`src/rtl/cpu_clock_controller.sv`:
```
// cpu_clock_controller: run/halt/single-step controller producing the core clock enable,
// with programmable rate divider, debug command port and breakpoint halt.
module cpu_clock_controller #(
  parameter int DIV_WIDTH  = 16,
  parameter int STEP_WIDTH = 16,
  parameter int RESET_DIV  = 0
) (
  input  logic        CLK,
  input  logic        RST_N,
  input  logic        cmd_valid,
  output logic        cmd_ready,
  input  logic [1:0]  cmd_op,
  input  logic [15:0] cmd_arg,
  input  logic        breakpoint,
  output logic        cpu_ce,
  output logic [1:0]  state,
  output logic        step_done,
  output logic        bp_hit,
  output logic [31:0] ce_count
);
  typedef enum logic [1:0] {HALT = 2'b00, RUN = 2'b01, STEP = 2'b10} state_e;
  localparam logic [1:0] OP_HALT = 2'b00;
  localparam logic [1:0] OP_RUN  = 2'b01;
  localparam logic [1:0] OP_STEP = 2'b10;
  state_e                state_q, state_d;
  logic [DIV_WIDTH-1:0]  div_reg_q, div_reg_d, div_cnt_q, div_cnt_d;
  logic [STEP_WIDTH-1:0] step_cnt_q, step_cnt_d, step_n;
  logic                  step_done_q, step_done_d, bp_hit_q, bp_hit_d;
  logic [31:0]           ce_count_q, ce_count_d;
  logic                  accept;
  assign cpu_ce    = (state_q == RUN || state_q == STEP) && div_cnt_q == div_reg_q;
  assign cmd_ready = state_q != STEP && !breakpoint;
  assign accept    = cmd_valid && cmd_ready;
  assign step_n    = cmd_arg[STEP_WIDTH-1:0];
  assign state     = state_q;
  assign step_done = step_done_q;
  assign bp_hit    = bp_hit_q;
  assign ce_count  = ce_count_q;
  always_comb begin
    state_d     = state_q;
    div_reg_d   = div_reg_q;
    div_cnt_d   = (state_q == HALT || cpu_ce) ? '0 : div_cnt_q + DIV_WIDTH'(1);
    step_cnt_d  = (state_q == STEP && cpu_ce) ? step_cnt_q - STEP_WIDTH'(1) : step_cnt_q;
    step_done_d = state_q == STEP && cpu_ce && step_cnt_q == STEP_WIDTH'(1);
    bp_hit_d    = breakpoint && state_q != HALT;
    ce_count_d  = ce_count_q + 32'(cpu_ce);
    // a breakpoint also blocks accept, so it never collides with a command
    if (step_done_d || bp_hit_d) begin
      state_d   = HALT;
      div_cnt_d = '0;
    end else if (accept) begin
      case (cmd_op)
        OP_HALT: begin
          state_d   = HALT;
          div_cnt_d = '0;
        end
        OP_RUN: begin
          state_d   = RUN;
          div_cnt_d = '0;
        end
        OP_STEP: begin
          if (step_n != '0) begin
            state_d    = STEP;
            step_cnt_d = step_n;
            div_cnt_d  = '0;
          end else begin
            step_done_d = 1'b1;
          end
        end
        default: begin
          div_reg_d = cmd_arg[DIV_WIDTH-1:0];
          div_cnt_d = '0;
        end
      endcase
    end
  end
  always_ff @(posedge CLK or negedge RST_N) begin
    if (!RST_N) begin
      state_q     <= HALT;
      div_reg_q   <= DIV_WIDTH'(RESET_DIV);
      div_cnt_q   <= '0;
      step_cnt_q  <= '0;
      step_done_q <= 1'b0;
      bp_hit_q    <= 1'b0;
      ce_count_q  <= '0;
    end else begin
      state_q     <= state_d;
      div_reg_q   <= div_reg_d;
      div_cnt_q   <= div_cnt_d;
      step_cnt_q  <= step_cnt_d;
      step_done_q <= step_done_d;
      bp_hit_q    <= bp_hit_d;
      ce_count_q  <= ce_count_d;
    end
  end
endmodule
```
`config.mk`:
```
export PLATFORM = sky130hd
export DESIGN_NAME = cpu_clock_controller
export DESIGN_NICKNAME = d
export VERILOG_FILES = /design/src/rtl/cpu_clock_controller.sv
export SDC_FILE = /design/constraint.sdc
export NUM_CORES = 1
export LEC_CHECK = 0
export BUFFER_PORTS_ARGS = -buffer_cell sky130_fd_sc_hd__buf_4
export CAP_MARGIN = 40
export CORE_ASPECT_RATIO = 0.7
export CORE_UTILIZATION = 52
export DETAILED_ROUTE_END_ITERATION = 12
export PLACE_DENSITY = 0.76
export SLEW_MARGIN = 10
export SYNTH_ARGS = -nofsm -noshare
export SYNTH_HDL_FRONTEND = slang
export SYNTH_SLANG_ARGS = --single-unit
```
`constraint.sdc`:
```
create_clock -name CLK -period 2.74 [get_ports CLK]
set_input_delay 0 -clock CLK [delete_from_list [all_inputs] [get_ports CLK]]
set_output_delay 0 -clock CLK [all_outputs]
set_load 0.01 [all_outputs]
```
# --- Word level (Yosys, flattened, before mapping) ---
# Index checks and enable logic that the tools add are counted.
word_totals:
  regBits: 84
  input_bits: 22
  out_inout_bits: 38
  word_cells: 57
classes:
  n_addsub: 3
  eq_ne: 8
  mux: 18
  bitwise_logic: 2
  reduce_logical: 19
ops:
  columns: ["op", "n"]
  rows:
  - ["$mux 16", 10]
  - ["$add 32x1->32", 1]
  - ["$add 16x1->16 const B", 1]
  - ["$eq 16x1->1 const B", 1]
  - ["$eq 16x16->1", 1]
  - ["$reduce_bool 16->1", 1]
  - ["$sub 16x1->16 const B", 1]
  - ["$logic_and 1x1->1", 6]
  - ["$mux 2", 3]
  - ["$pmux 2 s3", 1]
  - ["$reduce_and 3->1", 2]
  - ["$eq 2x1->1 const B", 2]
  - ["$eq 2x2->1 const B", 2]
  - ["$logic_not 2->1", 2]
  - ["$mux 1", 4]
  - ["$reduce_bool 2->1", 2]
  - ["$reduce_bool 4->1", 1]
  - ["$logic_or 1x1->1", 3]
  - ["$ne 3x3->1 const B", 1]
  - ["$reduce_or 3->1", 1]
  - ["$ne 2x2->1 const B", 1]
  - ["$not 1->1", 2]
  - ["$logic_not 1->1", 1]

# --- Depth between registers and ports, before layout ---
logic_depth:
  ltp_word: 9
  depth_mapped: 13
  depth_no_buf: 11

# --- Worst setup path after synthesis ---
# OpenSTA, ideal clock, no wires.
synth_timing:
  path_kind: "register to register"
  startpoint: "reg div_cnt_q[4]"
  endpoint: "reg ce_count_q[22], in the netlist ce_count[22]"
  setup_ps: 125
  t_arrival_ps: 3000
  required_time_ps: 2615
  slack_ps: -385
  stages_incl_launch_ff: 14
  path_buffers: 3
  synth_period_minus_slack_ps: 3125
  cell_sequence: "dfrtp_1 > buf_2 > xor2_1 > nor4_4 > nand3_1 > buf_2 > clkbuf_1 > nor2_1 > ha_1 > ha_1 > and3_1 > nor3b_1 > nand4_1 > xnor2_1"
synth_via:
  elab_chain_cells: 3
synth_lines:
  columns: ["element", "line_no", "text"]
  rows:
  - ["start: declaration", "26", "logic [DIV_WIDTH-1:0] div_reg_q, div_reg_d, div_cnt_q, div_cnt_d;"]
  - ["start signal: assignment", "89", "div_cnt_q <= div_cnt_d;"]
  - ["$eq 16x16->1", "31", "assign cpu_ce = (state_q == RUN || state_q == STEP) && div_cnt_q == div_reg_q;"]
  - ["$logic_and 1x1->1", "31", null]
  - ["net cpu_ce", "15", "output logic cpu_ce,"]
  - ["$add 32x1->32", "46", "ce_count_d = ce_count_q + 32'(cpu_ce);"]
  - ["net ce_count_d[22]", "29", "logic [31:0] ce_count_q, ce_count_d;"]
  - ["end signal: assignment", "93", "ce_count_q <= ce_count_d;"]
  - ["end: declaration", "29", null]
# The timed path passes the listed nets, and every way through them passes these cells.
# A chain may end at the register's enable or synchronous reset.

# --- Worst setup path in the final report ---
layout_timing:
  startpoint: "reg div_cnt_q[14]"
  endpoint: "reg ce_count_q[22], in the netlist ce_count[22]"
layout_via:
  elab_chain_cells: 3
layout_lines:
  columns: ["element", "line_no"]
  rows:
  - ["$eq 16x16->1", "31"]
  - ["$logic_and 1x1->1", "31"]
  - ["$add 32x1->32", "46"]
  - ["net ce_count_d[22]", "29"]
# The timed path passes the listed nets, and every way through them passes these cells.

==> flow_summary.ini <==
[sta]
finalCritPeriodShare_pct = 94.8
fin_skew_ps = 7.82
relSlewSlack_pct = 59.5
setup_slack_ps = 144
setup_viol = 0
finalMaxSlewViolations = 0
fmax_ghz = 0.385
whs_ps = 78.0
period_needed_ps = 2600
finalHoldViolCount = 0
worst_slew_pin_slew_ps = 602

[placement]
gp_congestion = 0.826
hpwl_um = 7330
dp_slack_ps = 48.8
placedCellCount = 576
dpl_cell_area_sq_um = 4960
portBuffers = 59

[power]
p_per_area_nw_per_um2 = 674
peakVddDrop_uv = 459
power_w = 0.00369
p_clk_share_pct = 30.7
power.leakage_nw = 2.41
switchingPower_w = 0.00117
sw_frac_of_total_pct = 31.7
intPower_w = 0.00252
seq_power_share_pct = 46.1
pwr-share-comb_pct = 23.2

[critical_path]
crit_arrival_ps = 2830
cp_max_fo = 6
critPathRequiredTime_ps = 2970
endpoint_kind = flip-flop
start_kind = flip-flop
r2r-end = ce_count[22]
reg2reg_depth = 11
rr_startpoint = div_cnt_q[14]
reg2reg_setup_slack_ps = 140
critPathKind = flip-flop to flip-flop

[floorplanning]
die_w_um = 111
fp-row-count = 27
dieArea_sq_um = 8650
start_util_pct = 54.2
core_area_sq_um = 7940
ios = 60
dieHeight_um = 78.1

[synthesis]
syn_avg_cell_area_sq_um = 10.4
synth_largest_area_cell = dfrtp_1
ys.warnings.count = 0
netlist_top_cells_count = dfrtp_1, nor2_1, xnor2_1, nand2_1, xor2_1
netlist_area_sq_um = 4300
synthArstFlopShare_pct = 100
synth-main-ff-cell = dfrtp_1
syn-num-nets = 447
synth_cell_types = 43
synth_top_family_by_area = simple AND/OR/NAND/NOR gates
synth_fa_ha_area_share_pct = 3.20
yosys.cell_count.top_type = dfrtp_1
syn_inst = 414
synth_area_leaders = dfrtp_1, xnor2_1, xor2_1
ys_ff_latch = 84
synth-xor-area-share_pct = 11.6
synthMuxAreaShare_pct = 4.42
ys_seq_area_share_pct = 48.8
synth_top_area_share_pct = 48.8
synth_edf_count = 0
synth-compound-area-share_pct = 6.66
synth_simple_gate_area_share_pct = 22.7

[hold_path]
hp-start = cmd_op[0]
hp-class = primary input to flip-flop
whs_endpoint = state[0]
holdPathStages = 4

[clocking]
insertion_delay_ps = 350
root_buffer = clkbuf_16
numCtsBuffers = 9
clkSinkCount = 84
htreeDepth = 3
clkTransAtPathRegs_ps = 60
cts_max_path_buffers = 2
cts_tree = yes

[drt]
first_iter_violations = 214
final_antenna_net_count = 0
num_vias = 3540
wirelength_um = 10500
viasPerCell = 5.77
first_pass_iters = 4
route.detailed.drc = 0
wl_per_cell_um = 17.0

[cells_and_area]
nFillCells = 620
area_growth_pct = 27.3
multi_input_area_sq_um = 2140
stdcell_count = 614
n_antenna_cell = 0
drive_above_1_share_pct = 23.6
design_area_sq_um = 5480
regArea_sq_um = 2100
nets = 541

[global_routing]
grt_max_degree = 61
grt_util_all_layers_pct = 25.8
grt_pass1_wl_um = 17300
antenna_found_initial = 0
grt_pass1_vias = 3487
grt-ovfl-total = 0

[run_status]
status = finished clean

[flow_run]
cap_violations = 0
==> per-layer routing <==
metal | global-route usage, % | wire (um)
met3 | 6.49 | 651
met4 | 10.0 | 150
met1 | 35.7 | 4820
met2 | 39.3 | 4830
met5 | 0 | 0
==> sequential cells by signal, indices dropped and copies added (netlist names) <==
name and cells:
state 2, div_cnt_q 16, step_done 1, step_cnt_q 16, div_reg_q 16, bp_hit 1, ce_count 32
==> critical path: stages (launching register included) <==
cell	delay [ps]
dfrtp_1	410
xor2_1	180
nor4_2	280
buf_4	170
nand3_1	140
nor2_4	180
ha_4	170
ha_2	180
and3_4	220
nor3b_4	250
nand4_1	150
xnor2_1	150
==> area by class of cell <==
type	instances	area share (%)
Clock buffer	11	4.43
Clock inverter	5	0.685
Inverter	15	1.03
Multi-Input combinational cell	304	39.1
Sequential cell	84	38.4
Tap cell	101	2.31
Timing Repair Buffer	94	14.1
==> cell usage in the layout (no fill, tap or decap), types with 15 or more instances in the layout <==
cell type	synthesis	layout
nor2_1	50	49
xor2_1	25	25
nand4_1	15	15
inv_1	15	15
nand2_1	29	29
dlygate4sd3_1	0	18
buf_4	0	75
xnor2_1	32	32
mux2_2	16	16
nand3_1	16	15
a31oi_1	16	16
or4_1	17	17
dfrtp_1	84	83
o31ai_1	16	16
==> logic make-up (layout without fill, tap and decap cells) <==
kind of cell / count (synthesis) / count (layout)
buffers and inverters: 26 / 125
and+or+nand+nor: 178 / 178
xor gates and xnor gates: 57 / 57
DFF: 84 / 84
muxes: 17 / 17
adders and majority gates: 11 / 11
AOI/OAI and AO/OA: 41 / 41
==> repair_timing <==
item / CTS / global route
hold buffers: 18 / 0
endpoints found under the setup margin: 0 / 16
resized for setup: 0 / 5
buffers inserted: 0 / 4
hold endpoints to repair: 117 / 0
==> power groups by stage <==
stage / combinational, W / clock (W) / sequential [W]
finish: 0.000856 / 0.00113 / 0.00170
global route: 0.000936 / 0.00122 / 0.00173
CTS: 0.000830 / 0.00116 / 0.00170
floorplan: 0.000529 / 0 / 0.00165
global placement: 0.000760 / 0 / 0.00169
detailed placement: 0.000801 / 0 / 0.00171
==> stage by stage <==
step,setup TNS [ps],util [%]
global placement,0,62.2
detailed placement,0,62.5
global route,-11.2,69.0
finish,0,69.0
CTS,0,68.3
floorplan,0,-
==> worst max-delay path by stage <==
stage             startpoint      endpoint  slack [ps]  cells past startpoint
6_report       div_cnt_q[14]  ce_count[22]         140                     11
5_1_grt             state[0]  ce_count[22]         -10                     11
4_1_cts         div_reg_q[5]  ce_count[22]          10                     10
3_5_place_dp    div_reg_q[5]  ce_count[31]          50                      9
3_3_place_gp    div_reg_q[5]  ce_count[31]         140                      9
2_1_floorplan       state[0]  ce_count[22]          20                     13
Note: power is estimated with default switching activity, not from simulation.
